File: src/rtl/axis_stereo_gain.sv
// Stereo AXI-Stream gain stage: collects a left/right beat pair, applies a signed Q2.14 gain
// per channel with saturation, and emits the pair with registered outputs.
module axis_stereo_gain #(
  parameter int unsigned AUDIO_WIDTH_P = 24,
  parameter int unsigned GAIN_WIDTH_P  = 16
) (
  input  logic                    clk_mclk,
  input  logic                    rst_n,
  input  logic [GAIN_WIDTH_P-1:0] cr_gain_l,
  input  logic [GAIN_WIDTH_P-1:0] cr_gain_r,
  input  logic                    cr_mute,
  input  logic                    cmd_clear_clip,
  input  logic [31:0]             s_axis_data,
  input  logic                    s_axis_valid,
  output logic                    s_axis_ready,
  input  logic                    s_axis_last,
  output logic [31:0]             m_axis_data,
  output logic                    m_axis_valid,
  input  logic                    m_axis_ready,
  output logic                    m_axis_last,
  output logic [15:0]             sr_clip_count
);

  localparam int unsigned ProdW = AUDIO_WIDTH_P + GAIN_WIDTH_P;
  localparam int unsigned FracW = GAIN_WIDTH_P - 2;
  localparam int unsigned PadW  = 32 - AUDIO_WIDTH_P;

  localparam logic signed [ProdW-1:0] SatMax = {{(GAIN_WIDTH_P + 1){1'b0}},
                                                {(AUDIO_WIDTH_P - 1){1'b1}}};
  localparam logic signed [ProdW-1:0] SatMin = {{(GAIN_WIDTH_P + 1){1'b1}},
                                                {(AUDIO_WIDTH_P - 1){1'b0}}};

  typedef enum logic [2:0] {StRxL, StRxR, StCalc, StTxL, StTxR} state_e;

  state_e                   state_q, state_d;
  logic [AUDIO_WIDTH_P-1:0] left_q, left_d;
  logic [AUDIO_WIDTH_P-1:0] right_q, right_d;
  logic [AUDIO_WIDTH_P-1:0] res_r_q, res_r_d;
  logic [31:0]              m_data_q, m_data_d;
  logic                     m_valid_q, m_valid_d;
  logic                     m_last_q, m_last_d;
  logic                     s_ready_q, s_ready_d;
  logic [15:0]              clip_q, clip_d;

  logic                     hs_in, hs_out;
  logic [AUDIO_WIDTH_P:0]   gain_l_res, gain_r_res;
  logic [1:0]               n_clip;
  logic [16:0]              clip_sum;
  logic                     unused_hi;

  assign unused_hi = ^s_axis_data[31:AUDIO_WIDTH_P];

  // Returns {clipped, saturated sample}; the arithmetic shift floors toward minus infinity.
  function automatic logic [AUDIO_WIDTH_P:0] apply_gain(input logic [AUDIO_WIDTH_P-1:0] smp,
                                                        input logic [GAIN_WIDTH_P-1:0]  gain);
    logic signed [ProdW-1:0] prod;
    logic [AUDIO_WIDTH_P:0]  res;
    prod = ProdW'($signed(smp)) * ProdW'($signed(gain));
    prod = prod >>> FracW;
    if (prod > SatMax) begin
      res = {1'b1, SatMax[AUDIO_WIDTH_P-1:0]};
    end else if (prod < SatMin) begin
      res = {1'b1, SatMin[AUDIO_WIDTH_P-1:0]};
    end else begin
      res = {1'b0, prod[AUDIO_WIDTH_P-1:0]};
    end
    return res;
  endfunction

  assign hs_in  = s_axis_valid & s_ready_q;
  assign hs_out = m_valid_q & m_axis_ready;

  always_comb begin
    state_d    = state_q;
    left_d     = left_q;
    right_d    = right_q;
    res_r_d    = res_r_q;
    m_data_d   = m_data_q;
    m_valid_d  = m_valid_q;
    m_last_d   = m_last_q;
    clip_d     = clip_q;
    n_clip     = 2'd0;
    gain_l_res = apply_gain(left_q, cr_gain_l);
    gain_r_res = apply_gain(right_q, cr_gain_r);

    unique case (state_q)
      StRxL: begin
        // A stray right beat here is consumed and dropped to realign on packet boundaries.
        if (hs_in && !s_axis_last) begin
          left_d  = s_axis_data[AUDIO_WIDTH_P-1:0];
          state_d = StRxR;
        end
      end
      StRxR: begin
        if (hs_in) begin
          if (s_axis_last) begin
            right_d = s_axis_data[AUDIO_WIDTH_P-1:0];
            state_d = StCalc;
          end else begin
            left_d  = s_axis_data[AUDIO_WIDTH_P-1:0];
          end
        end
      end
      StCalc: begin
        if (cr_mute) begin
          m_data_d = '0;
          res_r_d  = '0;
        end else begin
          m_data_d = {{PadW{1'b0}}, gain_l_res[AUDIO_WIDTH_P-1:0]};
          res_r_d  = gain_r_res[AUDIO_WIDTH_P-1:0];
          n_clip   = {1'b0, gain_l_res[AUDIO_WIDTH_P]} + {1'b0, gain_r_res[AUDIO_WIDTH_P]};
        end
        m_valid_d = 1'b1;
        m_last_d  = 1'b0;
        state_d   = StTxL;
      end
      StTxL: begin
        if (hs_out) begin
          m_data_d = {{PadW{1'b0}}, res_r_q};
          m_last_d = 1'b1;
          state_d  = StTxR;
        end
      end
      StTxR: begin
        if (hs_out) begin
          m_valid_d = 1'b0;
          m_last_d  = 1'b0;
          state_d   = StRxL;
        end
      end
      default: state_d = StRxL;
    endcase

    clip_sum = {1'b0, clip_q} + {15'd0, n_clip};
    clip_d   = clip_sum[16] ? 16'hFFFF : clip_sum[15:0];
    if (cmd_clear_clip) begin
      clip_d = '0;
    end

    s_ready_d = (state_d == StRxL) || (state_d == StRxR);
  end

  always_ff @(posedge clk_mclk or negedge rst_n) begin
    if (!rst_n) begin
      state_q   <= StRxL;
      left_q    <= '0;
      right_q   <= '0;
      res_r_q   <= '0;
      m_data_q  <= '0;
      m_valid_q <= 1'b0;
      m_last_q  <= 1'b0;
      s_ready_q <= 1'b0;
      clip_q    <= '0;
    end else begin
      state_q   <= state_d;
      left_q    <= left_d;
      right_q   <= right_d;
      res_r_q   <= res_r_d;
      m_data_q  <= m_data_d;
      m_valid_q <= m_valid_d;
      m_last_q  <= m_last_d;
      s_ready_q <= s_ready_d;
      clip_q    <= clip_d;
    end
  end

  assign s_axis_ready  = s_ready_q;
  assign m_axis_data   = m_data_q;
  assign m_axis_valid  = m_valid_q;
  assign m_axis_last   = m_last_q;
  assign sr_clip_count = clip_q;

endmodule

File: config.mk
export PLATFORM = sky130hd
export DESIGN_NAME = axis_stereo_gain
export DESIGN_NICKNAME = d
export VERILOG_FILES = /design/src/rtl/axis_stereo_gain.sv
export SDC_FILE = /design/constraint.sdc
export NUM_CORES = 2
export LEC_CHECK = 0
export ABC_AREA = 0
export ABC_CLOCK_PERIOD_IN_PS = 10650
export CAP_MARGIN = 20
export CORE_ASPECT_RATIO = 0.6
export CORE_UTILIZATION = 65
export CTS_CLUSTER_DIAMETER = 150
export DETAILED_ROUTE_END_ITERATION = 6
export PLACE_DENSITY = 0.89
export SYNTH_ARGS = -nofsm -noshare
export SYNTH_HDL_FRONTEND = slang
export SYNTH_SLANG_ARGS = --single-unit
File: constraint.sdc
create_clock -name clk_mclk -period 10.65 [get_ports clk_mclk]
set_input_delay 2.13 -clock clk_mclk [delete_from_list [all_inputs] [get_ports clk_mclk]]
set_output_delay 2.13 -clock clk_mclk [all_outputs]
set_load 0.01 [all_outputs]
# After elaboration in Yosys (flattened, before gate mapping)
# Index checks and enable logic that the tools add are counted.
# word_totals
register_bits,126
out_inout_bits,51
wordCells,69
# classes
add_sub_neg,2
n_reduce_logical,14
multipliers,2
eq_ne,10
muxes,26
bitwise,2
magnitude_cmp,4
# op_table
operator,n
$mux 24,5
$mux 25,4
$mul 24x16->40,2
$pmux 32 s2,1
$gt 26x24->1 const B,2
$lt 26x24->1 const B,2
$pmux 24 s2,1
$mux 16,2
$mux 32,1
$add 16x2->17,1
$mux 3,5
$pmux 3 s5,1
$ne 2x2->1 const B,5
$eq 3x1->1 const B,2
$eq 3x2->1 const B,2
$logic_not 3->1,2
$reduce_and 3->1,2
$reduce_bool 2->1,3
$mux 2,2
$reduce_and 2->1,2
$reduce_and 4->1,1
$eq 3x3->1 const B,1
$pmux 1 s3,1
$reduce_bool 3->1,1
other kinds (7),9

# Logic depth before layout (Yosys ltp)
# logic_depth
ltp_word,10
depth_mapped,38
depth_no_buf,37

# Worst setup path after synthesis
# Ideal clock, no wire load.
# synth_timing
kind,input to register
from,input cr_gain_r[4]
to,register clip_q[10] (netlist: sr_clip_count[10])
n_path_buf,2
cell_stages,32
setup_ns,0.078
slack_ns,0.583
arrival_time_ns,9.989
path_cell_list,clkbuf_1 nand2_1 fa_1 inv_1 fa_1 inv_1 fa_1 fa_1 fa_1 inv_1 fa_1 ha_1 and2_1 o21ai_0 o211ai_1 a21o_1 or4_1 a21oi_1 a311oi_1 nor2_1 mux2i_1 ha_1 and2_1 ha_1 inv_1 fa_1 and3b_1 and3_1 and3_1 nand4_1 clkbuf_1 a21oi_1
# synth_between
elab_chain_len,10
elab_cells_between_ends,11
cone_classes,add/sub (2); mul (1); order compare (2); mux (6)
# synth_lines
item,line,rtl
"start, declared",10,"input logic [GAIN_WIDTH_P-1:0] cr_gain_r,"
$mul 24x16->40 *,58,prod = ProdW'($signed(smp)) * ProdW'($signed(gain));
$lt 26x24->1,62,end else if (prod < SatMin) begin
$mux 25,62,
$mux 25 *,60,if (prod > SatMax) begin
$add 1x1->2 *,111,"n_clip = {1'b0, gain_l_res[AUDIO_WIDTH_P]} + {1'b0, gain_r_res[AUDIO_WIDTH_P]};"
$mux 2 *,105,if (cr_mute) begin
$mux 2 *,86,unique case (state_q)
$add 16x2->17 *,134,"clip_sum = {1'b0, clip_q} + {15'd0, n_clip};"
$mux 16 *,135,clip_d = clip_sum[16] ? 16'hFFFF : clip_sum[15:0];
$mux 16 *,136,if (cmd_clear_clip) begin
named net clip_d[10],43,"logic [15:0] clip_q, clip_d;"
"end signal, assigned",163,clip_q <= clip_d;
"end, declared",43,
# Mark *: on every way through the listed nets, which the timed path passes. The rest lies on a longest branch.
# A chain may end at the register's enable or synchronous reset.

# Final worst setup path
# layout_timing
from,input cr_gain_r[8]
to,register clip_q[0] (netlist: sr_clip_count[0])
# The elaborated chain is that of the path after synthesis.

==> impl_metrics.env <==
export IMPL_initial_core_util_pct=66.37
export IMPL_cap_viol_max_count=0
export IMPL_track_usage_pct=38.13
export IMPL_fmax_ghz=0.09556
export IMPL_yosysTopAreaCell="fa_1"
export IMPL_overflow=0
export IMPL_hp_class="register to register"
export IMPL_synth_edf_count=0
export IMPL_grt_pass1_wl_mm=146.0
export IMPL_cp_data_required_time_ps=11000
export IMPL_cts_hold_buf=0
export IMPL_rsz0062_at_grt="yes"
export IMPL_skew_ps=16.83
export IMPL_synth_area_per_cell_um2=9.248
export IMPL_crit_path_top_delay_cell="clkdlybuf4s50_1"
export IMPL_hold_viol_final=0
export IMPL_clkTransAtPathRegs_ps=60
export IMPL_setup_violations=0
export IMPL_synth_most_common_cell="inv_1"
export IMPL_antenna_found_initial=1
export IMPL_fillCellCount=2916
export IMPL_netlist_area_mm2=0.03197
export IMPL_synthTopCellsByCount="879 x inv_1, 747 x fa_1, 483 x nand2_1"
export IMPL_critPathLaunchType="input port"
export IMPL_dr_pass1_iters=7
export IMPL_grt_start_max_net_pins=71
export IMPL_ys_ff_latch=118
export IMPL_cts_htree_levels=4
export IMPL_routabilityCongestion=0.9639
export IMPL_crit_type="input port to register"
export IMPL_via_count=25790
export IMPL_io_buffers=105
export IMPL_dp_cells=4312
export IMPL_core_area_mm2=0.04817
export IMPL_die_w_um=288.3
export IMPL_tightest_slew_ps=1025
export IMPL_syn_inst=3457
export IMPL_instances_no_fill=4366
export IMPL_critical_path_max_fanout=16
export IMPL_placed_area_mm2=0.03540
export IMPL_die_area_mm2=0.05011
export IMPL_finalMaxSlewViolations=0
export IMPL_dp_hpwl_mm=72.18
export IMPL_synth_cell_types=67
export IMPL_crit_top_cell="fa_1"
export IMPL_synthTopCellsByArea="fa_1 47%, inv_1 10%, dfrtp_1 9.2%"
export IMPL_syn2layout_area_growth_pct=14.29
export IMPL_cts_buffers=17
export IMPL_avgRoutedWirePerCell_um=21.23
export IMPL_violations="DRC"
export IMPL_run_status="finished, violations left"
export IMPL_final_period_utilization_pct=98.25
export IMPL_cts_tree="yes"
export IMPL_final_area_mm2=0.03654
export IMPL_io_pins=122
export IMPL_dieHeight_um=173.8
export IMPL_grt_pass1_vias=27500
export IMPL_ys_warn_count=0
export IMPL_slew_headroom_pct=31.64
export IMPL_synth_top_area_share_pct=46.78
export IMPL_period_minus_slack_ps=10460
export IMPL_drive_above_1_share_pct=11.04
export IMPL_clock_sinks=118
export IMPL_drtIter0Drc=2861
export IMPL_detail_route_wirelength_mm=92.67
export IMPL_rows=62
export IMPL_synth_async_sr_flop_share_pct=100.0
export IMPL_cts_path_max_buffers=2
export IMPL_cp_end_kind="register"
export IMPL_synth_ff_type="dfrtp_1"
export IMPL_cts_root_buf="clkbuf_16"
export IMPL_drtAntennaViolNets=0
export IMPL_ys_seq_area_share_pct=9.236
export IMPL_critPathMaxStageDelay_ps=610
export IMPL_vias_per_cell=5.906
export IMPL_drc=16
export IMPL_nets=4720
export IMPL_clock_latency_ps=450
export IMPL_cp_data_arrival_time_ps=10820
## placed cells by master, fill, tap and decap left out, drive strengths merged, types with 24 or more instances in the layout
| cell | count |
|---|---|
| buf | 266 |
| and2 | 298 |
| xor2 | 25 |
| nand2 | 483 |
| ha | 193 |
| dfrtp | 118 |
| a21oi | 93 |
| a21o | 24 |
| fa | 747 |
| clkdlybuf4s50 | 91 |
| mux2 | 49 |
| inv | 881 |
| nor2 | 99 |
| xnor2 | 57 |
| o21ai | 37 |
## worst max-delay path: cells and delay by family
kind | cells | cell delay, ps
fa+ha+maj | 10 | 4150
buf+inv | 9 | 1580
simple gates | 8 | 1510
compound gates | 6 | 1360
mux | 1 | 80
## logic make-up after synthesis
logic type | count (synthesis) | synth area share, %
buffers and inverters | 1028 | 12.22
AND/OR/NAND/NOR | 968 | 14.38
adder cells (fa/ha/maj) | 940 | 54.33
AO/OA/AOI/OAI | 268 | 5.757
flip-flops | 118 | 9.236
XOR/XNOR | 82 | 2.246
multiplexers | 52 | 1.820
other | 1 | 0.01173
## stage by stage
stage	worst slack (ps)	hold slack [ps]	TNS, ps	utilization, %
2_1_floorplan	583.3	471.4	0	-
5_1_grt	-83.18	524.8	-692.1	75.84
3_3_place_gp	-313.9	477.9	-4518	73.48
6_report	185.9	518.1	0	75.85
4_1_cts	5.634	513.9	0	74.72
3_5_place_dp	-528.8	493.0	-7687	73.48
## sequential cells by signal (all words and copies together) (netlist names)
| register | cells |
|---|---|
| s_axis_ready | 1 |
| res_r_q | 24 |
| state_q | 3 |
| m_axis_last | 1 |
| left_q | 24 |
| m_axis_data | 24 |
| sr_clip_count | 16 |
| m_axis_valid | 1 |
| right_q | 24 |
## final timing paths
check | cells past startpoint | slack [ps] | startpoint | to
worst max-delay path | 34 | 190 | cr_gain_r[8] | sr_clip_count[0]$_DFF_PN0_
worst min-delay path | 1 | 520 | res_r_q[16]$_DFFE_PN0P_ | res_r_q[16]$_DFFE_PN0P_
worst max register to register | 36 | 1360 | right_q[9]$_DFFE_PN0P_ | sr_clip_count[0]$_DFF_PN0_
worst min register to register | 1 | 520 | res_r_q[16]$_DFFE_PN0P_ | res_r_q[16]$_DFFE_PN0P_
max in group asynchronous | 2 | 7570 | rst_n | m_axis_data[16]$_DFFE_PN0P_
min in group asynchronous | 1 | 1700 | rst_n | sr_clip_count[12]$_DFF_PN0_
## area by class of cell
class	count	area, µm²	area share, %
sequential	118	2953	8.081
clock buffer	18	429.2	1.174
clock inverter	14	152.6	0.4178
inverter	879	3299	9.030
antenna	4	10.01	0.02739
tap	640	800.8	2.191
multi-input combinational	2318	25410	69.55
timing repair buffer	375	3483	9.533
## repair_timing
action                     4_1_cts  5_1_grt
setup buffers                    0       13
cloned                           0        5
pin swaps                        0       31
gates resized for setup          8       76
setup endpoints to repair       15       16
## metal layers
metal	routed length, µm	vias up	global-route usage (%)
li1	-	10670	-
met1	33970	12810	52.19
met2	40480	1913	55.64
met3	13410	397	13.01
met4	4819	0	16.29
met5	0	-	0
Power is left out: the tool's default activity adds up to more than one toggle a clock period on the data nets, which glitch-free logic cannot reach.
